<file path="config.mk">
export PLATFORM = sky130hd
export DESIGN_NAME = s344_divider_flat
export DESIGN_NICKNAME = d
export VERILOG_FILES = /design/src/rtl/s344_divider_if.sv /design/src/rtl/s344_divider.sv /design/src/flat_wrapper.sv
export SDC_FILE = /design/constraint.sdc
export NUM_CORES = 1
export LEC_CHECK = 0
export ABC_AREA = 0
export CAP_MARGIN = 15
export CORE_MARGIN = 2
export CORE_UTILIZATION = 30
export CTS_CLUSTER_DIAMETER = 120
export DETAILED_ROUTE_END_ITERATION = 10
export GPL_TIMING_DRIVEN = 0
export SLEW_MARGIN = 20
export SYNTH_ARGS = -nofsm -noshare
export SYNTH_HDL_FRONTEND = slang
export SYNTH_SLANG_ARGS = --single-unit
</file>
<file path="constraint.sdc">
create_clock -name CK -period 2.3 [get_ports CK]
set_input_delay 0.69 -clock CK [delete_from_list [all_inputs] [get_ports CK]]
set_output_delay 0.69 -clock CK [all_outputs]
set_load 0.02 [all_outputs]
</file>
<file path="src/rtl/s344_divider_if.sv">
// rtl/s344_divider_if.sv - START/READY operand and result bundle for the 8-by-4 divider.
interface s344_divider_if;
  logic       START;
  logic [7:0] P;
  logic [3:0] B;
  logic [3:0] Q;
  logic [3:0] R;
  logic       READY;
  logic       OVF;

  modport master (output START, P, B, input Q, R, READY, OVF);
  modport slave  (input START, P, B, output Q, R, READY, OVF);
endinterface

</file>
<file path="src/rtl/s344_divider.sv">
// rtl/s344_divider.sv - Sequential 8-by-4 restoring divider, one shift-subtract step per clock.
module s344_divider (
  input logic           CK,
  input logic           RN,
  s344_divider_if.slave bus
);

  typedef enum logic {IDLE, BUSY} state_t;

  state_t     state_q, state_d;
  logic [3:0] pr_q, pr_d;
  logic [3:0] dl_q, dl_d;
  logic [3:0] br_q, br_d;
  logic [3:0] qs_q, qs_d;
  logic [2:0] ct_q, ct_d;
  logic [3:0] q_q, q_d;
  logic [3:0] r_q, r_d;
  logic       ovf_q, ovf_d;

  logic [4:0] trial;
  logic [4:0] diff;
  logic       qbit;

  always_ff @(posedge CK or negedge RN) begin
    if (!RN) begin
      state_q <= IDLE;
      pr_q    <= 4'h0;
      dl_q    <= 4'h0;
      br_q    <= 4'h0;
      qs_q    <= 4'h0;
      ct_q    <= 3'd0;
      q_q     <= 4'h0;
      r_q     <= 4'h0;
      ovf_q   <= 1'b0;
    end else begin
      state_q <= state_d;
      pr_q    <= pr_d;
      dl_q    <= dl_d;
      br_q    <= br_d;
      qs_q    <= qs_d;
      ct_q    <= ct_d;
      q_q     <= q_d;
      r_q     <= r_d;
      ovf_q   <= ovf_d;
    end
  end

  // PR < BR is kept at every step, so the 5-bit trial never loses a bit.
  assign trial = {pr_q, dl_q[3]};
  assign diff  = trial - {1'b0, br_q};
  assign qbit  = (trial >= {1'b0, br_q});

  always_comb begin
    state_d = state_q;
    pr_d    = pr_q;
    dl_d    = dl_q;
    br_d    = br_q;
    qs_d    = qs_q;
    ct_d    = ct_q;
    q_d     = q_q;
    r_d     = r_q;
    ovf_d   = ovf_q;

    if (bus.START) begin
      if ((bus.B == 4'h0) || (bus.P[7:4] >= bus.B)) begin
        q_d     = 4'hF;
        r_d     = 4'h0;
        ovf_d   = 1'b1;
        state_d = IDLE;
      end else begin
        pr_d    = bus.P[7:4];
        dl_d    = bus.P[3:0];
        br_d    = bus.B;
        qs_d    = 4'h0;
        ct_d    = 3'd0;
        ovf_d   = 1'b0;
        state_d = BUSY;
      end
    end else if (state_q == BUSY) begin
      pr_d = qbit ? diff[3:0] : trial[3:0];
      dl_d = {dl_q[2:0], 1'b0};
      qs_d = {qs_q[2:0], qbit};
      ct_d = ct_q + 3'd1;
      if (ct_q == 3'd3) begin
        q_d     = {qs_q[2:0], qbit};
        r_d     = pr_d;
        state_d = IDLE;
      end
    end
  end

  assign bus.Q     = q_q;
  assign bus.R     = r_q;
  assign bus.OVF   = ovf_q;
  assign bus.READY = (state_q == IDLE);

endmodule

</file>
<file path="src/flat_wrapper.sv">
// flat-port wrapper written by rule: the top's interface ports become plain ports
module s344_divider_flat 
  (CK, RN, bus_START, bus_P, bus_B, bus_Q, bus_R, bus_READY, bus_OVF);
  s344_divider_if bus_i ();
  input logic CK;
  input logic RN;
  input wire logic [$bits(bus_i.START)-1:0] bus_START;
  input wire logic [$bits(bus_i.P)-1:0] bus_P;
  input wire logic [$bits(bus_i.B)-1:0] bus_B;
  output wire logic [$bits(bus_i.Q)-1:0] bus_Q;
  output wire logic [$bits(bus_i.R)-1:0] bus_R;
  output wire logic [$bits(bus_i.READY)-1:0] bus_READY;
  output wire logic [$bits(bus_i.OVF)-1:0] bus_OVF;
  assign bus_i.START = bus_START;
  assign bus_i.P = bus_P;
  assign bus_i.B = bus_B;
  assign bus_Q = bus_i.Q;
  assign bus_R = bus_i.R;
  assign bus_READY = bus_i.READY;
  assign bus_OVF = bus_i.OVF;
  s344_divider u_core (.CK(CK), .RN(RN), .bus(bus_i));
endmodule
</file>
==> flow_summary_export.csv, run 1 <==
group,metric,value,unit
placed_design,numPortBuffers,23,
timing,fin_crit_sh,95.6,%
cts,cts_buffer_depth,2,
timing,worst_pin_slew,0.721,ns
cts,clk_latency,0.28,ns
setup_path,arrival,2.37,ns
placed_design,hpwl,2350,µm
floorplan,core,0.00479,mm²
floorplan,start_util,31.4,%
timing,max_freq,455,MHz
pwr,ir_drop,0.463,mV
detailed_routing,avgRoutedWirePerCell,13.2,µm
cts,cts-root-buf,"clkbuf_8",
yosys,syn-num-nets,172,
yosys,synth_top_area_share,46.6,%
global_route,grt_first_pass_wirelength,5500,µm
setup_path,r2r_cells,7,
setup_path,ff2ff_setup_slack,0.21,ns
setup_path,crit_chain,"clkdlybuf4s50_1 -> ha_1 -> a21o_1 -> a31oi_4 -> o21a_4 -> buf_4 -> mux2_2",
pwr,clkPwrFrac,19.6,%
timing,final-setup-viol-count,0,
min_path,hold_class,"in2async",
detailed_routing,vias_per_cell,4.63,
pwr,p_int,1.32,mW
global_route,grt_pass1_vias,1119,
yosys,synth_top_family_by_area,"compound AO/OA/AOI/OAI gates",
detailed_routing,ant_nets,0,
yosys,yosys_warnings,0,
cts,clock-sinks,28,
pwr,swShare,35.1,%
cells_and_area,fill_cells,487,
cells_and_area,design_area,0.00198,mm²
timing,timing.final.crit_period,2.20,ns
cells_and_area,utilization,41.3,%
cts,cts_htree_levels,1,
cts,cts_made_buffers,3,
setup_path,worst_ep_required_time,2.47,ns
setup_path,end_kind,"flip-flop",
outcome,status,"finished, final reports clean",
timing,worst_slack,0.102,ns
global_route,grt_usage,13.0,%
floorplan,io_pins,25,
yosys,syn_area,0.00150,mm²
placed_design,globalplace.congestion,0.727,
setup_path,path_max_fanout,5,
yosys,synthArstFlopShare,100,%
setup_path,rr_startpoint,"u_core.dl_q[3]",
yosys,yosys.area_share.simple,11.1,%
timing,clock-skew-final,0.00355,ns
yosys,synth_top_area_cell,"dfrtp_1",
yosys,synthTopCellsByArea,"dfrtp_1 (47%), ha_1 (8.3%), inv_1 (4.2%)",
setup_path,cpMaxStageDelayCell,"clkdlybuf4s50_1",
yosys,syn_inst,146,
cts,cts.clk_slew.worst_paths,0.10,ns
pwr,powerDensity,1030,mW/mm²
yosys,yosys.area_share.adder,9.66,%
timing,holdWs,0.410,ns
global_route,grt_max_degree,29,
timing,grt_setup_unrepaired,"false",
detailed_routing,drc,0,
detailed_routing,dr_total_vias,1125,
pwr,p_leak,0.922,nW
flow_run,drv_cap,0,
timing,final_hold_viol_count,0,
cells_and_area,antennaDiodeCount,0,
yosys,synth_compound_area_share,17.9,%
yosys,synth_area_per_cell,10.3,µm²
placed_design,dpl-instance-area,0.00181,mm²
setup_path,rr_endpoint,"u_core.bus.R[1]",
floorplan,fp.dieH,74.8,µm
pwr,power_frac_seq,36.7,%
timing,relSlewSlack,51.9,%
setup_path,crit_path_start_kind,"input pin",
yosys,synthXorXnorAreaFrac,0.583,%
yosys,synth_common_cells,"dfrtp_1 (28), inv_1 (17), nand2_1 (12)",
yosys,synth-seq-cells,28,
floorplan,die-area,0.00559,mm²
pwr,power_switching,0.715,mW
cts,cts_tree,"done",
placed_design,place_ws,-0.588,ns
timing,slew_violations,0,
global_route,grt_remaining_overflow,0,
yosys,synth_seq_area_share,46.6,%
floorplan,dieWidth,74.8,µm
cells_and_area,area_growth,31.6,%
yosys,synthMuxAreaShare,7.74,%
yosys,ys.flop_type,"dfrtp_1",
detailed_routing,drt_first_pass_iters,4,
cells_and_area,final_nets,203,
setup_path,cp_slowest_stage_delay,0.44,ns
yosys,ys_types,36,
yosys,synth-edff-count,0,
detailed_routing,drt-initial-drc-count,55,
setup_path,crit_type,"in2reg",
global_route,antenna_found_initial,0,
pwr,p_comb_share,43.7,%
floorplan,fp-row-count,25,
cells_and_area,drive_above_1_share,14.8,%
yosys,yosysMostFrequentCell,"dfrtp_1",
detailed_routing,routed_wl,3220,µm
[worst max-delay path by stage]
| stage | start | to | slack (ns) | cells after the start |
|---|---|---|---|---|
| 2_1_floorplan | bus_P[4] | u_core.bus.R[0] | 0.24 | 8 |
| 3_3_place_gp | bus_B[2] | u_core.bus.Q[0] | -0.57 | 9 |
| 3_5_place_dp | bus_B[2] | u_core.bus.Q[0] | -0.59 | 9 |
| 4_1_cts | bus_P[4] | u_core.bus.R[1] | 0.004 | 8 |
| 5_1_grt | bus_P[5] | u_core.br_q[0] | 0.05 | 7 |
| 6_report | bus_P[5] | u_core.br_q[0] | 0.10 | 7 |
[state kept, by name (all words and copies together), names as in the netlist]
register        count
u_core.br_q         4
u_core.state_q      1
u_core.dl_q         4
u_core.bus.OVF      1
u_core.bus.R        4
u_core.pr_q         4
u_core.qs_q         3
u_core.ct_q         3
u_core.bus.Q        4
[final cells by class]
type                    instances  area, µm²  share of cell area, %
plain buffers                   4       27.5                   1.39
clock inverters                 1       30.0                   1.52
repair buffers                 27        255                   12.9
well taps                      67       83.8                   4.24
flip-flops and latches         28        701                   35.4
inverters                      17       63.8                   3.23
multi-input cells              96        776                   39.2
clock buffers                   3       41.3                   2.09
[cells by family (layout without fill, tap and decap cells)]
family	count (synthesis)	in the layout
compound gates	39	39
simple gates	34	34
flops	28	28
buf+inv	22	52
fa+ha+maj	11	11
mux	11	11
xor+xnor	1	1
[layer usage]
layer	share of wire (%)	global-route usage, %	up-vias
met2	46	20.7	19
met1	49	18.5	537
met4	1.1	4.17	0
li1	-	-	565
met3	3.1	1.74	4
met5	0	0	-
[repair_timing]
item                                    in CTS  in global routing
buffers inserted                             1                  3
gates resized for setup                     14                  6
pin swaps                                    4                  2
endpoints found under the setup margin      27                 12
hold buffers                                 0                  0
gates cloned                                 0                  0
[power by group through the flow]
stage / logic, mW / clock network [mW] / registers [mW]
detailed placement: 0.857 / 0 / 0.761
finish: 0.890 / 0.399 / 0.749
floorplan: 0.528 / 0 / 0.805
global placement: 0.848 / 0 / 0.758
global route: 1.00 / 0.422 / 0.773
CTS: 0.880 / 0.413 / 0.751
[through the flow]
step | setup TNS [ns] | total power, mW | instances
finish | 0 | 2.04 | 243
global route | 0 | 2.19 | 243
CTS | 0 | 2.04 | 240
detailed placement | -11.99 | 1.62 | 236
global placement | -11.80 | 1.61 | 236
floorplan | 0 | 1.33 | 146
[worst max-delay path, delay by kind of cell]
kind            cells  cell delay [ns]
mux                 1             0.31
buf+inv             2             0.55
fa+ha+maj           1             0.20
compound gates      3             0.62
[cells in the final DEF (no fill, tap or decap), types with 6 or more instances in the layout]
cell type / synthesis / routed
a21oi_1: 8 / 8
a22o_1: 7 / 7
clkdlybuf4s50_1: 0 / 16
dfrtp_1: 28 / 28
ha_1: 10 / 9
inv_1: 17 / 16
mux2i_1: 6 / 6
nand2_1: 12 / 12
nor2_1: 7 / 6
o21ai_0: 9 / 9
No activity file was read; power rests on OpenSTA's default activity.
==> inputs of run 2 (changes only) <==
--- a/config.mk
+++ b/config.mk
@@ -8,10 +8,12 @@
 export ABC_AREA = 0
 export CAP_MARGIN = 15
 export CORE_MARGIN = 2
-export CORE_UTILIZATION = 30
+export CORE_UTILIZATION = 52
 export CTS_CLUSTER_DIAMETER = 120
 export DETAILED_ROUTE_END_ITERATION = 10
 export GPL_TIMING_DRIVEN = 0
+export PLACE_DENSITY = 0.78
+export REMOVE_ABC_BUFFERS = 1
 export SLEW_MARGIN = 20
 export SYNTH_ARGS = -nofsm -noshare
 export SYNTH_HDL_FRONTEND = slang
==> run 2 against run 1 <==
Non-clock buffer count is 1 lower. Final cell count is 15% lower. Sequential cell count is the same. Critical path type unchanged.
==> flow_summary_export.csv, run 2 (synthesis gave the netlist of run 1 again) <==
group,metric,value,unit
cells_and_area,final_cell_mix,"dfrtp_1 (28), inv_1 (16), clkdlybuf4s50_1 (16), nand2_1 (12)",
floorplan,dieWidth,57.8,µm
floorplan,start_util,54.5,%
timing,slew_violations,0,
setup_path,arrival,2.48,ns
cts,cts_made_buffers,3,
cells_and_area,antennaDiodeCount,0,
global_route,grt_remaining_overflow,0,
cts,cts.clk_slew.worst_paths,0.16,ns
pwr,ir_drop,0.699,mV
timing,holdWs,0.353,ns
setup_path,end_kind,"flip-flop",
global_route,grt_first_pass_wirelength,5460,µm
placed_design,placed_cells,196,
setup_path,ff2ff_setup_slack,0.19,ns
timing,worst_slack,0.0506,ns
timing,clock-skew-final,0.00555,ns
cts,clock-sinks,28,
min_path,hold_class,"in2async",
detailed_routing,ant_nets,0,
placed_design,place_ws,-0.914,ns
floorplan,core,0.00276,mm²
pwr,swShare,36.3,%
setup_path,crit_type,"in2reg",
cells_and_area,layout_commonest_cell,"dfrtp_1",
placed_design,globalplace.congestion,0.772,
setup_path,crit_path_start_kind,"input pin",
floorplan,io_pins,25,
pwr,power_frac_seq,38.0,%
cells_and_area,design_area,0.00190,mm²
setup_path,path_max_fanout,6,
timing,final-setup-viol-count,0,
timing,timing.final.crit_period,2.25,ns
pwr,p_leak,0.918,nW
timing,max_freq,445,MHz
timing,worst_pin_slew,0.631,ns
floorplan,fp.dieH,57.8,µm
outcome,status,"finished, final reports clean",
pwr,clkPwrFrac,16.5,%
detailed_routing,dr_total_vias,1186,
setup_path,rr_startpoint,"u_core.dl_q[3]",
setup_path,r2r_cells,7,
detailed_routing,routed_wl,3210,µm
timing,final_hold_viol_count,0,
pwr,power_switching,0.718,mW
global_route,antenna_found_initial,0,
cts,clk_latency,0.33,ns
setup_path,crit_path_start,"bus_P[5]",
global_route,grt_max_degree,29,
timing,relSlewSlack,57.9,%
cts,cts_buffer_depth,2,
floorplan,fp-row-count,19,
global_route,grt_usage,21.2,%
floorplan,die-area,0.00334,mm²
placed_design,hpwl,2190,µm
timing,fin_crit_sh,97.8,%
pwr,powerDensity,1040,mW/mm²
cells_and_area,layoutNonFillerInstCount,206,
setup_path,worst_ep_required_time,2.53,ns
detailed_routing,drt-initial-drc-count,33,
cells_and_area,final_nets,202,
cts,cts-root-buf,"clkbuf_4",
detailed_routing,vias_per_cell,5.76,
placed_design,numPortBuffers,24,
detailed_routing,drc,0,
flow_run,drv_cap,0,
cells_and_area,drive_above_1_share,14.3,%
detailed_routing,avgRoutedWirePerCell,15.6,µm
global_route,grt_pass1_vias,1164,
cts,cts_htree_levels,1,
setup_path,endpoint,"u_core.bus.R[0]",
detailed_routing,drt_first_pass_iters,4,
cts,cts_tree,"done",
placed_design,dpl-instance-area,0.00174,mm²
setup_path,rr_endpoint,"u_core.pr_q[1]",
pwr,p_int,1.26,mW
cells_and_area,area_growth,26.2,%
timing,grt_setup_unrepaired,"false",
pwr,p_comb_share,45.5,%
run 2: cell count changes in the layout (fill, tap and decap cells not counted), sizes merged:
cell	change
clkdlybuf4s15	+1
clkbuf	-1
dlymetal6s2s	+1
dlygate4sd2	-1
buf	-1
run 2: layout make-up:
| cell class | instances | area (µm²) |
|---|---|---|
| clock buffer | 3 | 22.5 |
| tap | 31 | 38.8 |
| timing repair buffer | 30 | 285 |
| fill | 212 | 861 |
| clock inverter | 1 | 30.0 |
| sequential | 28 | 701 |
| inverter | 17 | 63.8 |
| multi-input combinational | 96 | 756 |
run 2: repair_timing:
action                     4_1_cts  5_1_grt
gates cloned                     0        0
setup buffers                    4        2
pin swaps                        5        4
hold buffers                     0        0
setup endpoints to repair       28        7
gates resized for setup         13        4
run 2: power groups by stage:
stage	registers [mW]	logic (mW)	clock network (mW)
final	0.751	0.901	0.327
after global routing	0.772	0.999	0.349
after CTS	0.752	0.878	0.332
after detailed placement	0.764	0.844	0
after global placement	0.751	0.814	0
after floorplan	0.805	0.515	0
run 2: metal layers:
| metal | track usage [%] | up-vias | wire [µm] |
|---|---|---|---|
| li1 | - | 566 | - |
| met5 | 0 | - | 0 |
| met3 | 2.01 | 6 | 148 |
| met4 | 5.32 | 0 | 50 |
| met1 | 29.7 | 575 | 1430 |
| met2 | 35.6 | 39 | 1580 |
run 2: worst min path at each step:
stage | from | endpoint | slack [ns] | depth (start not counted)
after global routing | RN | u_core.bus.Q[2] | 0.39 | 1
final | RN | u_core.bus.R[1] | 0.35 | 1
after detailed placement | u_core.bus.Q[0] | u_core.bus.Q[0] | 0.47 | 1
after global placement | u_core.bus.Q[0] | u_core.bus.Q[0] | 0.46 | 1
after CTS | RN | u_core.bus.Q[1] | 0.37 | 1
after floorplan | RN | u_core.br_q[0] | 0.39 | 0
run 2: metrics by stage:
step	util, %	setup TNS (ns)	power [mW]
detailed placement	63.2	-17.51	1.61
floorplan	-	0	1.32
global route	68.8	0	2.12
finish	68.8	0	1.98
global placement	63.4	-16.73	1.56
CTS	68.0	0	1.96
run 2: worst max-delay path, stage by stage:
cell             delay [ns]
clkdlybuf4s50_1        0.46
ha_1                   0.34
a31oi_4                0.12
o21a_2                 0.24
buf_4                  0.14
or2_4                  0.25
a22o_1                 0.23
